### config.mk
export PLATFORM = sky130hd
export DESIGN_NAME = serializer_pipe
export DESIGN_NICKNAME = d
export VERILOG_FILES = /design/src/rtl/serializer_pkg.sv /design/src/rtl/ser_shift_core.sv /design/src/rtl/serializer_pipe.sv
export SDC_FILE = /design/constraint.sdc
export NUM_CORES = 1
export LEC_CHECK = 0
export ABC_AREA = 0
export CAP_MARGIN = 20
export CELL_PAD_IN_SITES_DETAIL_PLACEMENT = 1
export CELL_PAD_IN_SITES_GLOBAL_PLACEMENT = 1
export CORE_UTILIZATION = 45
export DETAILED_ROUTE_END_ITERATION = 10
export PLACE_DENSITY_LB_ADDON = 0.1
export SLEW_MARGIN = 5
export SYNTH_ARGS = -nofsm -noshare
export SYNTH_HDL_FRONTEND = slang
export SYNTH_SLANG_ARGS = --single-unit
### constraint.sdc
create_clock -name clk_i -period 7.2 [get_ports clk_i]
set_input_delay 1.44 -clock clk_i [delete_from_list [all_inputs] [get_ports clk_i]]
set_output_delay 1.44 -clock clk_i [all_outputs]
set_load 0.03 [all_outputs]
### src/rtl/serializer_pkg.sv
// Shared types and helpers for the parallel-to-serial converter.
// Word storage is sized for the widest supported configuration (64 bits).
package serializer_pkg;

  localparam int SER_MAX_W = 64;
  localparam int SER_LEN_W = 7;

  typedef struct packed {
    logic [SER_MAX_W-1:0] data;
    logic [SER_LEN_W-1:0] len;
  } ser_word_t;

  typedef enum logic {
    SER_IDLE  = 1'b0,
    SER_SHIFT = 1'b1
  } ser_state_t;

  // A length field of zero stands for a full-width word.
  function automatic logic [SER_LEN_W-1:0] ser_len(input logic [SER_LEN_W-1:0] mod,
                                                   input int data_w);
    return (mod == '0) ? SER_LEN_W'(data_w) : mod;
  endfunction

endpackage

### src/rtl/ser_shift_core.sv
// Shift register, bit counter and shifter FSM; emits one bit per clock after a load.
//   state     | meaning
//   SER_IDLE  | no word in flight, serial outputs low
//   SER_SHIFT | emitting a word; cnt_q = bits remaining after the current one
module ser_shift_core
  import serializer_pkg::*;
#(
  parameter int DATA_W    = 16,
  parameter int CNT_W     = 5,
  parameter bit LSB_FIRST = 1'b0
) (
  input  logic              clk_i,
  input  logic              srst_i,
  input  logic              load_i,
  input  logic [DATA_W-1:0] load_data_i,
  input  logic [CNT_W-1:0]  load_len_i,
  output logic              can_load_o,
  output logic              ser_data_o,
  output logic              ser_data_val_o,
  output logic              ser_last_o
);

  ser_state_t        state_q, state_d;
  logic [DATA_W-1:0] shreg_q;
  logic [CNT_W-1:0]  cnt_q;
  logic              last_q;

  assign can_load_o = (state_q == SER_IDLE) || (cnt_q == '0);

  always_ff @(posedge clk_i) begin
    if (srst_i) state_q <= SER_IDLE;
    else        state_q <= state_d;
  end

  always_comb begin
    state_d = state_q;
    case (state_q)
      SER_IDLE:  if (load_i) state_d = SER_SHIFT;
      SER_SHIFT: if (cnt_q == '0) state_d = load_i ? SER_SHIFT : SER_IDLE;
      default:   state_d = SER_IDLE;
    endcase
  end

  // Register is cleared when going idle so the serial bit reads 0 between words.
  always_ff @(posedge clk_i) begin
    if (srst_i) begin
      shreg_q <= '0;
      cnt_q   <= '0;
      last_q  <= 1'b0;
    end else if (load_i && can_load_o) begin
      shreg_q <= load_data_i;
      cnt_q   <= load_len_i - CNT_W'(1);
      last_q  <= (load_len_i == CNT_W'(1));
    end else if (state_q == SER_SHIFT) begin
      if (cnt_q == '0) begin
        shreg_q <= '0;
        last_q  <= 1'b0;
      end else begin
        shreg_q <= LSB_FIRST ? (shreg_q >> 1) : (shreg_q << 1);
        cnt_q   <= cnt_q - CNT_W'(1);
        last_q  <= (cnt_q == CNT_W'(1));
      end
    end
  end

  assign ser_data_o     = LSB_FIRST ? shreg_q[0] : shreg_q[DATA_W-1];
  assign ser_data_val_o = (state_q == SER_SHIFT);
  assign ser_last_o     = last_q;

endmodule

### src/rtl/serializer_pipe.sv
// Parallel-to-serial converter with valid/ready input, 1-deep holding register
// and short-word drop; the holding register keeps words back-to-back on the link.
module serializer_pipe
  import serializer_pkg::*;
#(
  parameter int DATA_W    = 16,
  parameter int MOD_W     = $clog2(DATA_W),
  parameter int MIN_LEN   = 3,
  parameter bit LSB_FIRST = 1'b0
) (
  input  logic              clk_i,
  input  logic              srst_i,
  input  logic [DATA_W-1:0] data_i,
  input  logic [MOD_W-1:0]  data_mod_i,
  input  logic              data_val_i,
  output logic              ready_o,
  output logic              ser_data_o,
  output logic              ser_data_val_o,
  output logic              ser_last_o,
  output logic              busy_o,
  output logic              drop_o
);

  localparam int CNT_W = MOD_W + 1;
  localparam logic [SER_MAX_W-1:0] DATA_MASK = SER_MAX_W'({DATA_W{1'b1}});

  ser_word_t         in_word, hold_q;
  logic              hold_full_q, hold_full_d;
  logic [CNT_W-1:0]  in_len, load_len;
  logic [DATA_W-1:0] load_data;
  logic              accept, in_drop, in_ok;
  logic              core_can_load, core_load;
  logic              unused_hold;

  always_comb begin
    in_word      = '0;
    in_word.data = SER_MAX_W'(data_i);
    in_word.len  = ser_len(SER_LEN_W'(data_mod_i), DATA_W);
  end

  assign in_len  = CNT_W'(in_word.len);
  assign accept  = data_val_i & ready_o;
  assign in_drop = accept & (in_len < CNT_W'(MIN_LEN));
  assign in_ok   = accept & ~in_drop;

  // A held word always wins the shifter; a fresh word only bypasses when nothing is held.
  always_comb begin
    core_load   = 1'b0;
    load_data   = data_i;
    load_len    = in_len;
    hold_full_d = hold_full_q;
    if (core_can_load && hold_full_q) begin
      core_load   = 1'b1;
      load_data   = hold_q.data[DATA_W-1:0];
      load_len    = CNT_W'(hold_q.len);
      hold_full_d = 1'b0;
    end else if (core_can_load && in_ok) begin
      core_load = 1'b1;
    end else if (in_ok) begin
      hold_full_d = 1'b1;
    end
  end

  always_ff @(posedge clk_i) begin
    if (srst_i) begin
      hold_q      <= '0;
      hold_full_q <= 1'b0;
      ready_o     <= 1'b1;
      drop_o      <= 1'b0;
      busy_o      <= 1'b0;
    end else begin
      hold_full_q <= hold_full_d;
      if (in_ok && !core_can_load) hold_q <= in_word;
      ready_o     <= ~hold_full_d;
      drop_o      <= in_drop;
      busy_o      <= core_load | (ser_data_val_o & ~ser_last_o) | hold_full_d;
    end
  end

  assign unused_hold = ^{hold_q.data & ~DATA_MASK, hold_q.len};

  ser_shift_core #(
    .DATA_W   (DATA_W),
    .CNT_W    (CNT_W),
    .LSB_FIRST(LSB_FIRST)
  ) u_core (
    .clk_i         (clk_i),
    .srst_i        (srst_i),
    .load_i        (core_load),
    .load_data_i   (load_data),
    .load_len_i    (load_len),
    .can_load_o    (core_can_load),
    .ser_data_o    (ser_data_o),
    .ser_data_val_o(ser_data_val_o),
    .ser_last_o    (ser_last_o)
  );

endmodule

### Word level (Yosys, flattened, before mapping)

Cells that the tools add are included.
Widths: inputs -> output; s select.

* register bits after elaboration: 48
* latch bits: 0
* bits in writable memories: 0
* bits in read-only memories: 0
* input bits: 23
* output and inout bits: 6
* logic and storage cells: 56
* memories kept: 0

* add/sub/neg operators: 2
* $mul: 0
* divide/modulo/power cells: 0
* magnitude comparators: 1
* eq/ne operators: 3
* shift operators: 0
* muxes and demuxes: 20
* bitwise logic cells: 10
* reductions and logical operators: 10

Operators with widths (number)
* $mux 16: 4
* $mux 5: 5
* $eq 5x1->1 const B: 2
* $mux 1: 10
* $sub 5x1->5 const B: 2
* $logic_not 5->1: 1
* $lt 5x2->1 const B: 1
* $and 1x1->1: 4
* $logic_and 1x1->1: 4
* $logic_not 4->1: 1
* $not 1->1: 4
* $ne 2x1->1 const B: 1
* $or 1x1->1: 2
* $pmux 1 s2: 1
* $reduce_and 2->1: 1
* $reduce_bool 2->1: 1
* $logic_not 1->1: 1
* $logic_or 1x1->1: 1

### Logic depth before layout (Yosys ltp)

* depth in word-level cells: 12
* mapped depth: 11
* mapped depth without buffers: 10

### Hierarchy

Synthesis repeated with hierarchy kept, for this count alone.

* cell total of the unflattened synthesis: 280
* area, all modules: 2534.9 um^2

By module, submodules not included
* serializer_pipe: instances 1, cells each 134, area each 1367.6 um^2, sequential area each 500.5 um^2
* ser_shift_core: instances 1, cells each 146, area each 1167.4 um^2, sequential area each 460.4 um^2

### Worst setup path before layout

OpenSTA, ideal clock, no wires.

* path type: input to register
* start point: input port data_mod_i[2]
* end point: register u_core.cnt_q[1]
* library setup time: 87 ps
* arrival: 2679 ps
* required time: 7113 ps
* path slack: 4434 ps
* stages: 4
* buffers on the path: 0
* cells stage by stage: or3_1 -> o21ai_1 -> mux2_2 -> o31ai_1

* word-level cells in the longest chain between the ends: 12
* elaborated cells on any way between the ends: 16
* classes of those cells: add/sub: 1; order compare: 1; eq/ne: 1; mux: 5; bitwise: 3; reduce/logical: 5

Ends and longest elaborated chain
* start, declared: line serializer_pipe.sv:14 `input logic [MOD_W-1:0] data_mod_i,`
* $logic_not 4->1: line serializer_pkg.sv:21 `return (mod == '0) ? SER_LEN_W'(data_w) : mod;`
* $mux 5 *: line serializer_pkg.sv:21
* $lt 5x2->1: line serializer_pipe.sv:43 `assign in_drop = accept & (in_len < CNT_W'(MIN_LEN));`
* $and 1x1->1: line serializer_pipe.sv:43
* $not 1->1: line serializer_pipe.sv:44 `assign in_ok = accept & ~in_drop;`
* $and 1x1->1: line serializer_pipe.sv:44
* $logic_and 1x1->1: line serializer_pipe.sv:57 `end else if (core_can_load && in_ok) begin`
* $mux 1: line serializer_pipe.sv:57
* $mux 1: line serializer_pipe.sv:52 `if (core_can_load && hold_full_q) begin`
* $logic_and 1x1->1: line ser_shift_core.sv:50 `end else if (load_i && can_load_o) begin`
* $ne 2x1->1 (no line) / $reduce_bool 2->1 (equally long branches)
* $reduce_and 2->1 (no line)
* end signal, assigned: line ser_shift_core.sv:52 `cnt_q <= load_len_i - CNT_W'(1);`
* end signal, assigned: line ser_shift_core.sv:60 `cnt_q <= cnt_q - CNT_W'(1);`
* end, declared: line ser_shift_core.sv:25 `logic [CNT_W-1:0] cnt_q;`

Mark *: on every way between the ends. The rest lies on a longest branch, timed or not.
A chain may end at the register's enable or synchronous reset.

### Final worst setup path

* start point: input port data_mod_i[1]
* end point: register u_core.shreg_q[5]

* word-level cells in the longest chain between the ends: 11
* elaborated cells on any way between the ends: 12
* classes of those cells: order compare: 1; mux: 4; bitwise: 3; reduce/logical: 4

Ends and longest elaborated chain
* $logic_not 4->1: line serializer_pkg.sv:21
* $mux 5 *: line serializer_pkg.sv:21
* $lt 5x2->1 *: line serializer_pipe.sv:43
* $and 1x1->1 *: line serializer_pipe.sv:43
* $not 1->1 *: line serializer_pipe.sv:44
* $and 1x1->1 *: line serializer_pipe.sv:44
* $logic_and 1x1->1 *: line serializer_pipe.sv:57
* $mux 1 *: line serializer_pipe.sv:57
* $mux 1 *: line serializer_pipe.sv:52
* $logic_and 1x1->1 *: line ser_shift_core.sv:50
* $mux 16 / $reduce_bool 2->1 (equally long branches)
* end signal, assigned: line ser_shift_core.sv:51 `shreg_q <= load_data_i;`
* end signal, assigned: line ser_shift_core.sv:59 `shreg_q <= LSB_FIRST ? (shreg_q >> 1) : (shreg_q << 1);`
* end, declared: line ser_shift_core.sv:24 `logic [DATA_W-1:0] shreg_q;`

Marks and branches as above.

==> results.md <==
* R2r worst-path depth at 10
* Die Height at ~76 um
* Final Hold Violating Endpoints at 0
* DRC Markers at 0
* Post-CTS Hold Fix Bufs at 0
* F_max at 281.0 MHz
* Share of cells above drive strength 1 at ~14%
* Clk Latency, worst-skew pair at approximately 0.31 ns
* Wire length per cell at about 17 um
* Asr flop ratio synth at 0%
* Net switching power at between 0.2 and 0.3 mW
* Finished Layout Cells at about 370
* Reg-to-Reg End: u_core.ser_last_o
* Slew @ Worst Pin at around 1.1 ns
* P per Cell Area at approximately 250 mW/mm^2
* Final ANT Viol Nets at 0
* Flop2flop setup slack at about 4 ns
* Post-CTS repair timing setup buffer count at 0
* Synthesized flop and latch total at 48
* EDFF count, synth at 0
* Num rows at 26
* Final #Nets at between 300 and 400
* Primary FF master, synth: dfxtp_1
* CP Launch Type: primary input
* Die area at just under 0.006 mm^2
* Most frequent cells in the layout: 48 x dfxtp_1, 46 x nand2_1, 30 x a21oi_1, 27 x clkdlybuf4s50_1, 20 x nor2_1
* Slew headroom at 26.28%
* Mapped Cells at 282
* Clock Power Share at 24.6%
* Clock tree sinks at 48
* WS Path Type: in2reg
* Root Driver: clkbuf_8
* CP max stage delay at 0.94 ns
* Worst Path Arrival at 3.77 ns
* CP endpoint kind: register
* CP cell instances: clkdlybuf4s50_1 -> xor2_1 -> a211oi_2 -> a22oi_1 -> a211oi_1
* GRT Overall Usage at a little under a quarter
* Critical path fanouts, max at 15
* Initial Util at between 40% and 50%
* Switching portion of total power at a little over a third
* Input/output buffers at 28
* Cell count after placement at around 360
* Largest net degree at the start of global routing at 51
* Clock skew at about 0.0052 ns
* Peak supply drop at ~0.11 mV
* Area grow syn2layout at 15.16%
* Synthesis Warnings at 0
* Hold path cells at 2
* Syn nets at 310
* Most common cell after layout, fill and taps aside: dfxtp_1
* Num CTS Buffers at 5
* Routed Wire Length at 6.410 mm
* Max Slew Vio Count at 0
* First-pass GRT wire length at between 10 and 15 mm
* Combinational Power Share at 30.4%
* Mean post-synth cell area at about 9 um^2
* Tcrit/Tclk final at 49.42%
* Total leakage power at 0.9956 nW
* H-tree levels at 2
* CTS tree: done
* Gr ovfl total at 0
* Via/cell ratio at about 5.8
* Unrepaired setup endpoints after global routing: false
* Hpwl dp at roughly 4.4 mm
* Clock Tree Buf Depth at 2
* Core area at 0.005205 mm^2
* Int Power at around 0.47 mW
* Max Cap Viol at 0
* Final min period at between 3 and 4 ns
* Number of antenna violations at the first check in global routing at 0
* DR pass1 iterations at 4
* Number of global-route vias before repair at about 2,200
* Reg2reg start: u_core.cnt_q[0]
* Outcome: completed
* Yosys cell types at 54
* Initial DRC Count at 85
* Gpl congestion at approximately 0.83
* Worst min path class: reg2reg
* Vias at around 2,100
* Min-delay src: hold_q[8]
* Register share of total power at 45.0%
* Clock-pin slew on the worst setup and hold paths at 0.09 ns
* I/O Pins at 29
* Ant. Diodes at 0
* Sequential element share of the synthesized area at between 30 and 40%
* Post-Synthesis Cell Area at ~0.0025 mm^2
* CTS resizes at 0
* Worst path required time at ~7.4 ns
* Die X at approximately 76 um
* TNS Setup at 0 ns
* Hold path endpoint: hold_q[8]
* Total chip power at 0.7221 mW
* Worst path slowest cell: a211oi_2
* Setup violations, final at 0
-- sequential cells by signal, indices dropped and copies added (netlist names) --
register	flops
u_core.shreg_q	16
hold_full_q	1
u_core.cnt_q	5
ready_o	1
hold_q	21
busy_o	1
u_core.ser_last_o	1
u_core.ser_data_val_o	1
drop_o	1
-- critical path: cells and delay by family --
family	cells	cell delay, ns
compound gates	3	1.40
xor+xnor	1	0.23
buf+inv	1	0.69
-- per-layer routing --
layer	up-vias	track usage, %	share of wire, %
met3	6	3.952	1.7
met2	20	43.42	51
met1	1062	27.96	47
met4	0	5.192	0.92
li1	1061	-	-
met5	-	0	0
-- logic make-up after synthesis --
kind of cell,share of synthesized area [%]
AOI/OAI and AO/OA,30.83
xor gates and xnor gates,2.066
adders and majority gates,2.519
buffers and inverters,5.945
DFF,38.69
muxes,2.116
and+or+nand+nor,17.83
-- power groups by stage --
stage / Combinational, mW / Sequential [mW] / Clock, mW
final: 0.219 / 0.325 / 0.178
after global placement: 0.214 / 0.329 / 0
after CTS: 0.221 / 0.324 / 0.181
after floorplan: 0.159 / 0.330 / 0
after detailed placement: 0.220 / 0.330 / 0
after global routing: 0.242 / 0.328 / 0.189
-- through the flow --
step                      utilization, %  setup slack [ns]  hold slack (ns)  area, um^2
final                              54.95             3.642           0.4601        2860
after global routing               54.95             3.524           0.4936        2860
after CTS                          54.95             3.639           0.4640        2860
after detailed placement           53.10             3.313           0.4505        2764
after global placement             53.10             3.421           0.4422        2764
after floorplan                        -             4.434           0.4317        2484
-- how the worst max path moves through the flow --
stage	from	endpoint	slack (ns)	cells after the start
floorplan	data_mod_i[2]	u_core.cnt_q[1]	4.43	4
global route	data_mod_i[0]	u_core.shreg_q[5]	3.52	5
detailed placement	data_mod_i[0]	u_core.shreg_q[5]	3.31	5
CTS	data_mod_i[0]	u_core.shreg_q[5]	3.64	5
finish	data_mod_i[1]	u_core.shreg_q[5]	3.64	5
global placement	data_mod_i[1]	u_core.shreg_q[14]	3.42	5
-- synthesized netlist by cell type (2+ instances only) --
master	n	area (um^2)
o31ai_1	3	22.52
o21ai_1	2	10.01
or4_1	2	15.01
and2_1	3	18.77
nand2b_1	2	12.51
a31oi_1	3	18.77
a22oi_1	16	120.1
buf_2	4	20.02
a211oi_2	10	125.1
a21oi_1	30	150.1
dfxtp_1	48	960.9
a21oi_2	9	78.83
o21ai_0	2	10.01
nor2b_1	2	12.51
nand3_1	2	10.01
mux2i_1	3	30.03
buf_4	5	37.54
mux2_2	2	22.52
xor2_1	3	26.28
a211oi_1	10	75.07
nand2_1	46	172.7
a2111oi_2	2	30.03
nor2_1	20	75.07
nor3b_1	2	15.01
clkbuf_1	8	30.03
inv_1	6	22.52
nor3_1	5	25.02
ha_1	5	62.56
or3_1	2	12.51
-- layout make-up --
type,count,area (um^2)
clock buffers,6,82.58
flip-flops and latches,48,960.9
fillers,623,2345
clock inverters,2,13.76
well taps,70,87.58
multi-input cells,207,1388
inverters,6,22.52
repair buffers,32,305.3
Note: power is estimated with default switching activity, not from simulation.
